<file path="src/rtl/apple_sound_pkg.sv">
// Shared types and helpers for the Apple II style sound blocks.
package apple_sound_pkg;

  localparam int unsigned SAT_MAX_W = 64;

  typedef enum logic [1:0] {
    IDLE   = 2'd0,
    ACTIVE = 2'd1,
    DECAY  = 2'd2
  } chan_state_t;

  // Clamp a sign-extended value into the signed range of 'width' bits.
  function automatic logic signed [SAT_MAX_W-1:0] sat_signed(
    input logic signed [SAT_MAX_W-1:0] value,
    input int unsigned                 width
  );
    logic signed [SAT_MAX_W-1:0] max_v;
    logic signed [SAT_MAX_W-1:0] min_v;
    max_v = (64'sd1 <<< (width - 1)) - 64'sd1;
    min_v = -max_v - 64'sd1;
    if (value > max_v) begin
      return max_v;
    end else if (value < min_v) begin
      return min_v;
    end
    return value;
  endfunction

endpackage

</file>
<file path="src/rtl/apple_speaker_channel.sv">
// One toggle soft-switch channel: address decode, polarity bit, idle timeout
// and linear decay ramp producing a signed PCM contribution.
module apple_speaker_channel
  import apple_sound_pkg::*;
#(
  parameter logic [15:0] ADDR          = 16'hC030,
  parameter int unsigned SAMPLE_WIDTH  = 16,
  parameter int unsigned AMPLITUDE     = 32'h2000,
  parameter int unsigned TIMEOUT_WIDTH = 20,
  parameter int unsigned DECAY_STEP    = 64
) (
  input  logic                           clk,
  input  logic                           rst,
  input  logic                           i_phi1_posedge,
  input  logic [15:0]                    i_addr,
  input  logic                           i_m2sel_n,
  input  logic                           i_enable,
  input  logic                           i_tick,
  output logic signed [SAMPLE_WIDTH-1:0] o_contrib_c,
  output logic                           o_active
);

  localparam int unsigned LEVEL_W = SAMPLE_WIDTH - 1;
  localparam logic [LEVEL_W-1:0]       AMP_L   = LEVEL_W'(AMPLITUDE);
  localparam logic [LEVEL_W-1:0]       STEP_L  = LEVEL_W'(DECAY_STEP);
  localparam logic [TIMEOUT_WIDTH-1:0] CNT_ONE = TIMEOUT_WIDTH'(1);

  chan_state_t              r_state;
  chan_state_t              w_state_nxt;
  logic                     r_bit;
  logic                     w_bit_nxt;
  logic [TIMEOUT_WIDTH-1:0] r_count;
  logic [TIMEOUT_WIDTH-1:0] w_count_nxt;
  logic [LEVEL_W-1:0]       r_level;
  logic [LEVEL_W-1:0]       w_level_nxt;
  logic                     w_toggle;
  logic signed [SAMPLE_WIDTH-1:0] w_mag;

  assign w_toggle = i_phi1_posedge && !i_m2sel_n && (i_addr == ADDR);
  assign w_mag    = $signed({1'b0, r_level});

  always_ff @(posedge clk or posedge rst) begin
    if (rst) begin
      r_state  <= IDLE;
      r_bit    <= 1'b0;
      r_count  <= '0;
      r_level  <= '0;
      o_active <= 1'b0;
    end else begin
      r_state  <= w_state_nxt;
      r_bit    <= w_bit_nxt;
      r_count  <= w_count_nxt;
      r_level  <= w_level_nxt;
      o_active <= (w_state_nxt != IDLE);
    end
  end

  // A toggle outranks both timeout expiry and a decay step in the same cycle.
  always_comb begin
    w_state_nxt = r_state;
    w_count_nxt = r_count;
    w_level_nxt = r_level;
    w_bit_nxt   = r_bit ^ w_toggle;
    if (!i_enable) begin
      w_state_nxt = IDLE;
      w_count_nxt = '0;
      w_level_nxt = '0;
    end else if (w_toggle) begin
      w_state_nxt = ACTIVE;
      w_count_nxt = '1;
      w_level_nxt = AMP_L;
    end else begin
      case (r_state)
        ACTIVE: begin
          if (r_count <= CNT_ONE) begin
            w_state_nxt = DECAY;
            w_count_nxt = '0;
          end else begin
            w_count_nxt = r_count - CNT_ONE;
          end
        end
        DECAY: begin
          if (i_tick) begin
            if (r_level <= STEP_L) begin
              w_level_nxt = '0;
              w_state_nxt = IDLE;
            end else begin
              w_level_nxt = r_level - STEP_L;
            end
          end
        end
        default: begin
          w_count_nxt = '0;
          w_level_nxt = '0;
        end
      endcase
    end
  end

  always_comb begin
    o_contrib_c = '0;
    if (r_state != IDLE) begin
      o_contrib_c = r_bit ? w_mag : -w_mag;
    end
  end

endmodule

</file>
<file path="src/rtl/apple_speaker_mixer.sv">
// N-channel toggle speaker mixer: per-channel ramps, saturating sum and a
// fixed-rate sample output strobe.
module apple_speaker_mixer
  import apple_sound_pkg::*;
#(
  parameter int unsigned                  NUM_CHANNELS  = 2,
  parameter logic [16*NUM_CHANNELS-1:0]   CHANNEL_ADDRS = {16'hC020, 16'hC030},
  parameter int unsigned                  SAMPLE_WIDTH  = 16,
  parameter int unsigned                  AMPLITUDE     = 32'h2000,
  parameter int unsigned                  TIMEOUT_WIDTH = 20,
  parameter int unsigned                  DECAY_STEP    = 64,
  parameter int unsigned                  SAMPLE_DIV    = 1125
) (
  input  logic                           clk_logic,
  input  logic                           system_reset,
  input  logic                           phi1_posedge,
  input  logic [15:0]                    addr,
  input  logic                           m2sel_n,
  input  logic [NUM_CHANNELS-1:0]        enable,
  output logic signed [SAMPLE_WIDTH-1:0] sample_o,
  output logic                           sample_valid_o,
  output logic [NUM_CHANNELS-1:0]        active_o
);

  localparam int unsigned MIX_W   = SAMPLE_WIDTH + $clog2(NUM_CHANNELS) + 1;
  localparam int unsigned PRESC_W = (SAMPLE_DIV > 1) ? $clog2(SAMPLE_DIV) : 1;
  localparam logic [PRESC_W-1:0] PRESC_LAST = PRESC_W'(SAMPLE_DIV - 1);

  logic [PRESC_W-1:0]             r_presc;
  logic                           w_tick;
  logic signed [SAMPLE_WIDTH-1:0] w_contrib [NUM_CHANNELS];
  logic signed [MIX_W-1:0]        w_sum;
  logic signed [SAT_MAX_W-1:0]    w_sat;
  logic signed [SAMPLE_WIDTH-1:0] w_mix;

  assign w_tick = (r_presc == PRESC_LAST);

  for (genvar gi = 0; gi < NUM_CHANNELS; gi++) begin : g_chan
    apple_speaker_channel #(
      .ADDR          (CHANNEL_ADDRS[16*gi +: 16]),
      .SAMPLE_WIDTH  (SAMPLE_WIDTH),
      .AMPLITUDE     (AMPLITUDE),
      .TIMEOUT_WIDTH (TIMEOUT_WIDTH),
      .DECAY_STEP    (DECAY_STEP)
    ) u_chan (
      .clk            (clk_logic),
      .rst            (system_reset),
      .i_phi1_posedge (phi1_posedge),
      .i_addr         (addr),
      .i_m2sel_n      (m2sel_n),
      .i_enable       (enable[gi]),
      .i_tick         (w_tick),
      .o_contrib_c    (w_contrib[gi]),
      .o_active       (active_o[gi])
    );
  end

  // Wide enough that the sum never wraps before saturation.
  always_comb begin
    w_sum = '0;
    for (int i = 0; i < NUM_CHANNELS; i++) begin
      w_sum = w_sum + MIX_W'(w_contrib[i]);
    end
  end

  assign w_sat = sat_signed(SAT_MAX_W'(w_sum), SAMPLE_WIDTH);
  assign w_mix = SAMPLE_WIDTH'(w_sat);

  always_ff @(posedge clk_logic or posedge system_reset) begin
    if (system_reset) begin
      r_presc        <= '0;
      sample_o       <= '0;
      sample_valid_o <= 1'b0;
    end else begin
      r_presc        <= w_tick ? '0 : r_presc + PRESC_W'(1);
      sample_valid_o <= w_tick;
      if (w_tick) begin
        sample_o <= w_mix;
      end
    end
  end

endmodule

</file>
<file path="config.mk">
export PLATFORM = sky130hd
export DESIGN_NAME = apple_speaker_mixer
export DESIGN_NICKNAME = d
export VERILOG_FILES = /design/src/rtl/apple_sound_pkg.sv /design/src/rtl/apple_speaker_channel.sv /design/src/rtl/apple_speaker_mixer.sv
export SDC_FILE = /design/constraint.sdc
export NUM_CORES = 1
export LEC_CHECK = 0
export ABC_CLOCK_PERIOD_IN_PS = 6750
export BUFFER_PORTS_ARGS = -buffer_cell sky130_fd_sc_hd__buf_2
export CAP_MARGIN = 10
export CORE_UTILIZATION = 42
export DETAILED_ROUTE_END_ITERATION = 12
export HOLD_SLACK_MARGIN = 0.15
export PLACE_DENSITY = 0.7
export SKIP_LAST_GASP = 1
export SLEW_MARGIN = 40
export SYNTH_ARGS = -nofsm -noshare
export SYNTH_HDL_FRONTEND = slang
export SYNTH_HIERARCHICAL = 1
export SYNTH_SLANG_ARGS = --single-unit
</file>
<file path="constraint.sdc">
create_clock -name clk_logic -period 6.75 [get_ports clk_logic]
set_input_delay 1.35 -clock clk_logic [delete_from_list [all_inputs] [get_ports clk_logic]]
set_output_delay 1.35 -clock clk_logic [all_outputs]
set_load 0.01 [all_outputs]
</file>
==> results_dict.tcl, run 1 <==
set metrics [dict create \
    status "finished clean" \
    critical_path_arrival_ns 3.91 \
    drtAntennaViolNets 0 \
    r2r-start "g_chan[0].u_chan/r_level[6]" \
    hp-class "flop to flop" \
    cts_resized 0 \
    finalWirelength_um 15800 \
    vdd_drop_max_mv 0.120 \
    worstSkewPairLatency_ns 0.35 \
    wl_per_cell_um 15.0 \
    synthCells 823 \
    synth.avg_cell_area_um2 8.44 \
    h-tree-depth 3 \
    crit_chain "or4_1 -> nor4_1 -> nor2_1 -> xnor2_1 -> nor2_1 -> ha_1 -> a21oi_1 -> nand2b_1 -> a31oi_1 -> a21o_1 -> o21ai_2 -> o21ai_1" \
    max_stage_delay_ns 0.56 \
    grt_use_met1_pct 29.2 \
    drive_gt1_share_pct 12.9 \
    fp.dieArea_mm2 0.0171 \
    gp_congestion 0.876 \
    hold_viol_final 0 \
    ys_top_cells_by_count "dfrtp_1 (94), nand2_1 (75), a21oi_1 (67)" \
    path_clk_slew_ns 0.07 \
    fmax_mhz 275 \
    fin_crit_ns 3.64 \
    antenna_found_initial 0 \
    async_flop_share_pct 100 \
    io_pins 41 \
    rrSetupSlack_ns 3.11 \
    setup_violations 0 \
    max_slew.worst_pin.slew_ns 0.845 \
    grt_max_degree 34 \
    cp.required_ns 7.02 \
    synth_area_mm2 0.00695 \
    rr_worst_depth 12 \
    synth.most_common_cell "dfrtp_1" \
    vias 6129 \
    cts_sinks 94 \
    skew_ns 0.00782 \
    critPathCaptureType "flop" \
    path_class "flop to flop" \
    cts_hold_buf 0 \
    nets 891 \
    cp-startpoint "g_chan[0].u_chan/r_level[6]" \
    grt_pass1_wl_um 27600 \
    max-slew-margin-rel_pct 43.6 \
    met3_usage_pct 2.40 \
    grt.total_usage_pct 20.1 \
    power.density_mw_per_mm2 157 \
    synth-seq-area-share_pct 33.9 \
    synthFlopType "dfrtp_1" \
    crit_path_top_delay_cell "or4_1" \
    initial_core_util_pct 43.4 \
    drtPass1Iterations 5 \
    use_met2_pct 30.6 \
    ys_warn_count 6 \
    n_antenna_cell 0 \
    p_leak_nw 3.36 \
    cp_max_fo 16 \
    critPathLaunchType "flop" \
    ys_ff_latch 94 \
    tns_ns 0 \
    fp-row-count 46 \
    hpwl_um 11100 \
    grt_overflow_total 0 \
    io_buffers 40 \
    maxCapViolCount 0 \
    synth-edff-count 0 \
    cts_buffers 9 \
    rsz0062_at_grt "no" \
    die_h_um 131 \
    reg2reg_to "sample_o[2]" \
    netlist_top_cells_area "dfrtp_1 (34%), ha_1 (6.1%), a21oi_1 (4.8%)" \
    whs_ns 0.473 \
    post_cts_buffers 0 \
    synth_top_area_cell "dfrtp_1" \
    maxSlewViolCount 0 \
    synth_top_area_share_pct 33.9 \
    fin_crit_sh_pct 53.9 \
    cts_tree "built" \
    clock_path_buffers 2 \
    area_growth_pct 8.11 \
    synth_cell_type_count 67 \
    cpMostUsedCell "nor2_1" \
    root_buffer "clkbuf_16" \
    core-area_mm2 0.0160 \
    grt.busiest_layer "met2" \
    die_w_um 131 \
    dr.first_iter.drc_count 489 \
    crit_end "sample_o[2]" \
    fillers 1604 \
    viasPerCell 5.81 \
    drcViolationCount 0 \
    grt_pass1_vias 5648 \
]
-- placed cells by master, fill, tap and decap left out, types with 5 or more instances in the layout --
cell type	n
dfrtp_1	94
nand2_1	75
a21oi_1	67
nor2_1	66
a31oi_1	45
buf_2	40
o21ai_0	38
ha_1	34
nor3_1	31
xnor2_1	30
inv_1	29
nand3_1	25
or3_1	19
o21ai_1	18
a21oi_2	16
nand4_1	15
nor4_1	14
conb_1	12
xor2_1	11
nand2b_1	10
nand3b_1	9
o311a_1	9
a211oi_1	9
clkbuf_16	9
and4_1	8
a21o_1	6
buf_4	6
or4_1	5
o211ai_1	5
nor4b_1	5
-- critical path, delay by kind of cell (launching register included) --
kind | cells | cell delay, ns
AOI/OAI and AO/OA | 5 | 1.21
xor gates and xnor gates | 1 | 0.16
adders and majority gates | 1 | 0.38
and+or+nand+nor | 5 | 1.37
DFF | 1 | 0.44
-- worst min-delay path by stage --
stage,from,end,slack (ns),depth (start not counted)
2_1_floorplan,r_presc[9],r_presc[9],0.47,1
3_3_place_gp,sample_o[7],sample_o[7],0.47,2
3_5_place_dp,sample_o[14],sample_o[14],0.46,2
4_1_cts,sample_o[14],sample_o[14],0.48,2
5_1_grt,sample_o[4],sample_o[4],0.52,2
6_report,sample_o[14],sample_o[14],0.47,2
-- where the power goes --
group	leakage, nW	total [mW]	internal [mW]	switching, mW
logic	1.99	0.0965	0.0378	0.0587
clock network	0.149	0.516	0.305	0.211
registers	1.21	0.568	0.565	0.00332
-- per-stage QoR --
step | instance area [um2] | std cells | util [%] | total power, mW | setup WS, ns
3_5_place_dp | 7210 | 1039 | 45.1 | 0.672 | 3.17
3_3_place_gp | 7210 | 1039 | 45.1 | 0.671 | 3.24
2_1_floorplan | 6980 | 833 | - | 0.657 | 3.46
6_report | 7510 | 1054 | 46.9 | 1.18 | 3.11
5_1_grt | 7510 | 1054 | 46.9 | 1.23 | 2.79
4_1_cts | 7510 | 1054 | 46.9 | 1.19 | 3.14
-- sequential cells by signal, indices dropped and copies added (netlist names) --
register / cells
r_presc: 11
g_chan.u_chan/o_active: 2
g_chan.u_chan/r_bit: 2
sample_valid_o: 1
g_chan.u_chan/r_count: 40
g_chan.u_chan/r_level: 18
sample_o: 16
g_chan.u_chan/r_state: 4
-- layout make-up --
| type | count | area [um2] | share of cell area [%] |
|---|---|---|---|
| clock buffers | 12 | 256 | 3.42 |
| clock inverters | 3 | 43.8 | 0.583 |
| inverters | 31 | 116 | 1.55 |
| multi-input cells | 652 | 4230 | 56.3 |
| flip-flops and latches | 94 | 2350 | 31.3 |
| well taps | 216 | 270 | 3.60 |
| repair buffers | 46 | 245 | 3.27 |
-- per-layer routing --
layer | wire length (um) | vias to the layer above
li1 | - | 3061
met2 | 7000 | 177
met4 | 244 | 0
met3 | 868 | 17
met1 | 7720 | 2874
met5 | 0 | -
-- cell families after synthesis --
logic type / after synthesis / synth area share, %
xor+xnor: 41 / 5.17
mux: 4 / 0.576
simple gates: 306 / 23.7
buf+inv: 87 / 5.87
fa+ha+maj: 37 / 6.74
other cells: 2 / 0.108
compound gates: 252 / 24.0
flops: 94 / 33.9
No activity file was read; power rests on OpenSTA's default activity.
==> run 2, diff against run 1 <==
--- a/config.mk
+++ b/config.mk
@@ -5,13 +5,13 @@
 export SDC_FILE = /design/constraint.sdc
 export NUM_CORES = 1
 export LEC_CHECK = 0
-export ABC_CLOCK_PERIOD_IN_PS = 6750
+export ABC_CLOCK_PERIOD_IN_PS = 2900
 export BUFFER_PORTS_ARGS = -buffer_cell sky130_fd_sc_hd__buf_2
 export CAP_MARGIN = 10
 export CORE_UTILIZATION = 42
 export DETAILED_ROUTE_END_ITERATION = 12
 export HOLD_SLACK_MARGIN = 0.15
-export PLACE_DENSITY = 0.7
+export PLACE_DENSITY = 0.72
 export SKIP_LAST_GASP = 1
 export SLEW_MARGIN = 40
 export SYNTH_ARGS = -nofsm -noshare
==> constraint.sdc (replaced) <==
create_clock -name clk_logic -period 2.9 [get_ports clk_logic]
set_input_delay 0.58 -clock clk_logic [delete_from_list [all_inputs] [get_ports clk_logic]]
set_output_delay 0.58 -clock clk_logic [all_outputs]
set_load 0.01 [all_outputs]
==> run 2 against run 1 <==
The run now ends with negative setup slack left. Non-clock buffer count increased by 92. Sequential share of layout area fell by 3.4 points. Register-to-register slack worse by 3.3 ns. Routed wire length is 9.6% higher. Critical path type unchanged.
==> results_dict.tcl, run 2 (synthesis results as in run 1) <==
set metrics [dict create \
    status "finished, violations left" \
    violations "negative setup slack" \
    area_growth_pct 21.4 \
    largestRegisters "g_chan.u_chan/r_count: 40 flops, g_chan.u_chan/r_level: 18 flops, sample_o: 16 flops" \
    vias 6606 \
    crit_chain "buf_6 -> buf_4 -> buf_4 -> or3_1 -> a21oi_2 -> ha_1 -> a21oi_2 -> nor2_1 -> or3_1 -> o311a_4 -> and2_4 -> o21ai_4 -> o21ai_1" \
    grt_pass1_vias 6030 \
    worst-path-buf-inv 3 \
    core-area_mm2 0.0160 \
    wl_per_cell_um 15.1 \
    cts_buffers 9 \
    max_slew.worst_pin.slew_ns 0.637 \
    fp.dieArea_mm2 0.0171 \
    antenna_found_initial 0 \
    io_pins 41 \
    fp-row-count 46 \
    grt.total_usage_pct 21.2 \
    power.density_mw_per_mm2 353 \
    hp-class "primary input to asynchronous set/reset pin" \
    setup_violations 15 \
    drive_gt1_share_pct 24.5 \
    final_common_cell "buf_4" \
    largest_reg_flops 40 \
    fin_crit_sh_pct 108 \
    max-slew-margin-rel_pct 57.5 \
    critical_path_arrival_ns 3.35 \
    drtAntennaViolNets 0 \
    die_w_um 131 \
    p_leak_nw 3.86 \
    dpl.cell_count 1119 \
    cp_max_fo 6 \
    h-tree-depth 3 \
    n_antenna_cell 0 \
    finalWirelength_um 17300 \
    drcViolationCount 0 \
    dr.first_iter.drc_count 383 \
    cts_hold_buf 0 \
    viasPerCell 5.75 \
    crit_path_top_delay_cell "dfrtp_1" \
    rsz0062_at_grt "yes" \
    crit_family "simple AND/OR/NAND/NOR gates" \
    root_buffer "clkbuf_16" \
    maxSlewViolCount 0 \
    nets 985 \
    fin_ws_ns -0.220 \
    skew_ns 0.00875 \
    io_buffers 40 \
    stdcell_count 1149 \
    cts_tree "built" \
    fin_crit_ns 3.12 \
    grt_pass1_wl_um 28900 \
    cp.required_ns 3.13 \
    initial_core_util_pct 43.4 \
    critPathLaunchType "flop" \
    path_clk_slew_ns 0.07 \
    drtPass1Iterations 5 \
    critPathCaptureType "flop" \
    grt_overflow_total 0 \
    final_cell_mix "buf_4 (96), dfrtp_1 (94), nand2_1 (75), nor2_1 (62), a21oi_1 (61)" \
    grt_max_degree 34 \
    gp_congestion 0.878 \
    clock_path_buffers 2 \
    hold_viol_final 0 \
    die_h_um 131 \
    hpwl_um 12200 \
    max_stage_delay_ns 0.40 \
    maxCapViolCount 0 \
    path_class "flop to flop" \
    vdd_drop_max_mv 0.284 \
    regMostFlops "g_chan.u_chan/r_count" \
    fmax_mhz 321 \
    worstSkewPairLatency_ns 0.35 \
    power.total_mw 2.98 \
    cts_sinks 94 \
]
run 2: cell count changes in the layout (fill, tap and decap cells not counted), moves of 3 or more:
cell	delta
a21oi_1	-6
a21oi_2	+6
buf_4	+90
nor2_1	-4
nor4_1	-4
o21ai_0	-4
o21ai_1	+3
or4_1	-4
or4_4	+4
run 2: power by group:
group          total [mW]  switching (mW)  internal, mW
Combinational       0.301           0.160         0.141
Clock                1.36           0.493         0.864
Sequential           1.32         0.00410          1.32
run 2: timing repair:
item	CTS	global route
gates cloned	2	0
resized for setup	19	9
pin swaps	10	3
buffers inserted	11	1
setup endpoints to repair	15	16
run 2: final cells by class:
cell class	count	area (um2)
Clock inverter	6	109
Multi-Input combinational cell	654	4400
Timing Repair Buffer	138	943
Clock buffer	10	239
Tap cell	216	270
Sequential cell	94	2350
Fill cell	1492	7570
Inverter	31	116
run 2: worst reg2reg max path, delay by kind of cell (launching register included):
family / cells / cell delay, ns
AND/OR/NAND/NOR: 4 / 1.01
buffers and inverters: 3 / 0.41
flip-flops: 1 / 0.40
adder cells (fa/ha/maj): 1 / 0.27
AO/OA/AOI/OAI: 5 / 0.93
run 2: stage by stage:
stage	setup TNS [ns]	instance area, um2	setup slack (ns)	hold slack, ns	utilization, %
2_1_floorplan	-2.70	7060	-0.246	0.468	-
3_3_place_gp	-2.62	7870	-0.244	0.458	49.2
3_5_place_dp	-3.18	7870	-0.288	0.471	49.2
4_1_cts	-2.29	8390	-0.173	0.339	52.4
5_1_grt	-5.42	8430	-0.407	0.375	52.7
6_report	-2.87	8430	-0.220	0.327	52.7
run 2: per-layer routing:
layer	GRT usage, %	wire length (um)	up-vias
met5	0	0	-
met4	6.49	303	0
met3	3.18	946	32
met2	34.8	8090	222
met1	28.7	8000	3105
li1	-	-	3247
run 2: final timing paths:
kind | depth (start not counted) | slack [ns] | endpoint | startpoint
worst max-delay path | 13 | -0.22 | sample_o[6] | g_chan[1].u_chan/r_level[8]
worst min-delay path | 2 | 0.33 | r_presc[6] | system_reset
worst max register to register | 13 | -0.22 | sample_o[6] | g_chan[1].u_chan/r_level[8]
worst min register to register | 2 | 0.48 | sample_o[9] | sample_o[9]
max in group asynchronous | 3 | 2.20 | g_chan[0].u_chan/r_count[15] | system_reset
min in group clk_logic | 2 | 0.48 | sample_o[9] | sample_o[9]
==> run 3, diff against run 2 <==
--- a/config.mk
+++ b/config.mk
@@ -5,15 +5,14 @@
 export SDC_FILE = /design/constraint.sdc
 export NUM_CORES = 1
 export LEC_CHECK = 0
-export ABC_CLOCK_PERIOD_IN_PS = 2900
+export ABC_CLOCK_PERIOD_IN_PS = 4000
 export BUFFER_PORTS_ARGS = -buffer_cell sky130_fd_sc_hd__buf_2
 export CAP_MARGIN = 10
 export CORE_UTILIZATION = 42
 export DETAILED_ROUTE_END_ITERATION = 12
 export HOLD_SLACK_MARGIN = 0.15
-export PLACE_DENSITY = 0.72
+export PLACE_DENSITY = 0.69
 export SKIP_LAST_GASP = 1
-export SLEW_MARGIN = 40
 export SYNTH_ARGS = -nofsm -noshare
 export SYNTH_HDL_FRONTEND = slang
 export SYNTH_HIERARCHICAL = 1
==> constraint.sdc (replaced) <==
create_clock -name clk_logic -period 4 [get_ports clk_logic]
set_input_delay 0.8 -clock clk_logic [delete_from_list [all_inputs] [get_ports clk_logic]]
set_output_delay 0.8 -clock clk_logic [all_outputs]
set_load 0.01 [all_outputs]
==> run 3 against run 2 <==
Total power decreased by 30%. Sequential power fell by 27%. Via count down 6.8%. Critical path depth stayed put. Register-to-register slack better by 0.79 ns. Global-route usage down 1.4 points. Count of clock-buffer cells in the layout unchanged. Clock skew rose by 0.0044 ns. Worst hold slack improved by 0.15 ns. Non-clock buffer count fell by 84. Combinational power decreased by 44%. The flow now finishes without violations.
==> results_dict.tcl, run 3 (synthesis results as in run 1) <==
set metrics [dict create \
    grt_overflow_total 0 \
    dr.first_iter.drc_count 430 \
    power.density_mw_per_mm2 272 \
    initial_core_util_pct 43.4 \
    grt_pass1_vias 5671 \
    cpMostUsedCell "nor2_1" \
    cts_sinks 94 \
    io_pins 41 \
    fin_area_mm2 0.00762 \
    fin_crit_ns 3.43 \
    rsz0062_at_grt "no" \
    die_w_um 131 \
    path_class "flop to flop" \
    hp-class "flop to flop" \
    tns_ns 0 \
    h-tree-depth 3 \
    fin_crit_sh_pct 85.7 \
    fin_util_pct 47.6 \
    grt_pass1_wl_um 27100 \
    die_h_um 131 \
    cp.required_ns 4.28 \
    nets 899 \
    p_leak_nw 3.42 \
    cts_buffers 9 \
    critPathCaptureType "flop" \
    core-area_mm2 0.0160 \
    cts_resized 0 \
    hold_viol_final 0 \
    area_growth_pct 9.67 \
    maxSlewViolCount 0 \
    drtPass1Iterations 6 \
    cts_hold_buf 0 \
    drcViolationCount 0 \
    post_cts_buffers 0 \
    final_cell_mix "dfrtp_1 (94), nand2_1 (75), a21oi_1 (67), nor2_1 (66), a31oi_1 (45)" \
    skew_ns 0.0131 \
    status "finished clean" \
    worst-path-buf-inv 1 \
    fmax_mhz 292 \
    hpwl_um 11400 \
    fp-row-count 46 \
    clock_path_buffers 2 \
    whs_ns 0.477 \
    grt.total_usage_pct 19.8 \
    crit_chain "or4_1 -> nor4_1 -> buf_4 -> nor2_1 -> xnor2_1 -> nor2_1 -> ha_1 -> a21oi_1 -> nand2b_1 -> a31oi_1 -> a21o_1 -> o21ai_2 -> o21ai_1" \
    max_stage_delay_ns 0.55 \
    gp_congestion 0.847 \
    antenna_found_initial 0 \
    viasPerCell 5.79 \
    crit_family "compound AO/OA/AOI/OAI gates" \
    worstSkewPairLatency_ns 0.35 \
    cts_tree "built" \
    drtAntennaViolNets 0 \
    drive_gt1_share_pct 13.7 \
    final_common_cell "dfrtp_1" \
    grt_max_degree 34 \
    vdd_drop_max_mv 0.229 \
    regMostFlops "g_chan.u_chan/r_count" \
    finalWirelength_um 16000 \
    cp_max_fo 16 \
    max_slew.worst_pin.slew_ns 1.01 \
    io_buffers 40 \
    critical_path_arrival_ns 3.71 \
    fillers 1572 \
    critPathLaunchType "flop" \
    crit_path_top_delay_cell "or4_1" \
    fp.dieArea_mm2 0.0171 \
    max-slew-margin-rel_pct 32.9 \
    n_antenna_cell 0 \
    wl_per_cell_um 15.0 \
    maxCapViolCount 0 \
    largestRegisters "g_chan.u_chan/r_count: 40 flops, g_chan.u_chan/r_level: 18 flops, sample_o: 16 flops" \
    vias 6155 \
    largest_reg_flops 40 \
    path_clk_slew_ns 0.07 \
    root_buffer "clkbuf_16" \
    setup_violations 0 \
    postPlaceCellArea_mm2 0.00726 \
]
==> run 3: report_power, final <==
| group | internal, mW | leakage [nW] | switching, mW |
|---|---|---|---|
| sequential | 0.953 | 1.21 | 0.00566 |
| clock | 0.569 | 0.163 | 0.378 |
| combinational | 0.0698 | 2.04 | 0.100 |
| total | 1.59 | 3.42 | 0.484 |
==> run 3: path summary, 6_finish.rpt <==
| kind | cells after the start | endpoint | slack [ns] | startpoint |
|---|---|---|---|---|
| worst max-delay path | 13 | sample_o[1] | 0.57 | g_chan[1].u_chan/r_level[6] |
| worst min-delay path | 2 | sample_o[15] | 0.48 | sample_o[15] |
| worst max register to register | 13 | sample_o[1] | 0.57 | g_chan[1].u_chan/r_level[6] |
| worst min register to register | 2 | sample_o[15] | 0.48 | sample_o[15] |
| max in group asynchronous | 2 | sample_o[1] | 2.66 | system_reset |
| min in group asynchronous | 2 | g_chan[1].u_chan/r_level[10] | 0.58 | system_reset |
==> run 3: final cells by class <==
type / instances / area, um2 / area share [%]
sequential: 94 / 2350 / 30.9
timing repair buffer: 54 / 325 / 4.27
clock inverter: 6 / 91.3 / 1.20
tap: 216 / 270 / 3.55
inverter: 31 / 116 / 1.53
multi-input combinational: 652 / 4220 / 55.4
clock buffer: 10 / 239 / 3.14
==> run 3: metrics by stage <==
step,instances,setup WS (ns),total power [mW]
finish,1063,0.570,2.08
global route,1063,0.292,2.16
CTS,1062,0.579,2.09
detailed placement,1046,0.611,1.14
global placement,1046,0.642,1.14
floorplan,833,0.706,1.11
==> run 3: layer usage <==
layer | routed length (um) | share of wire (%) | global-route usage [%] | up-vias
met4 | 216 | 1.4 | 7.84 | 0
met3 | 700 | 4.4 | 2.85 | 17
met2 | 7260 | 45 | 31.7 | 167
met5 | 0 | 0 | 0 | -
li1 | - | - | - | 3065
met1 | 7790 | 49 | 26.9 | 2906
==> run 3: worst register-to-register path: stages (launching register included) <==
cell      delay (ns)
dfrtp_1         0.44
or4_1           0.56
nor4_1          0.21
buf_4           0.18
nor2_1          0.04
xnor2_1         0.15
nor2_1          0.06
ha_1            0.39
a21oi_1         0.10
nand2b_1        0.15
a31oi_1         0.20
a21o_1          0.51
o21ai_2         0.20
o21ai_1         0.16
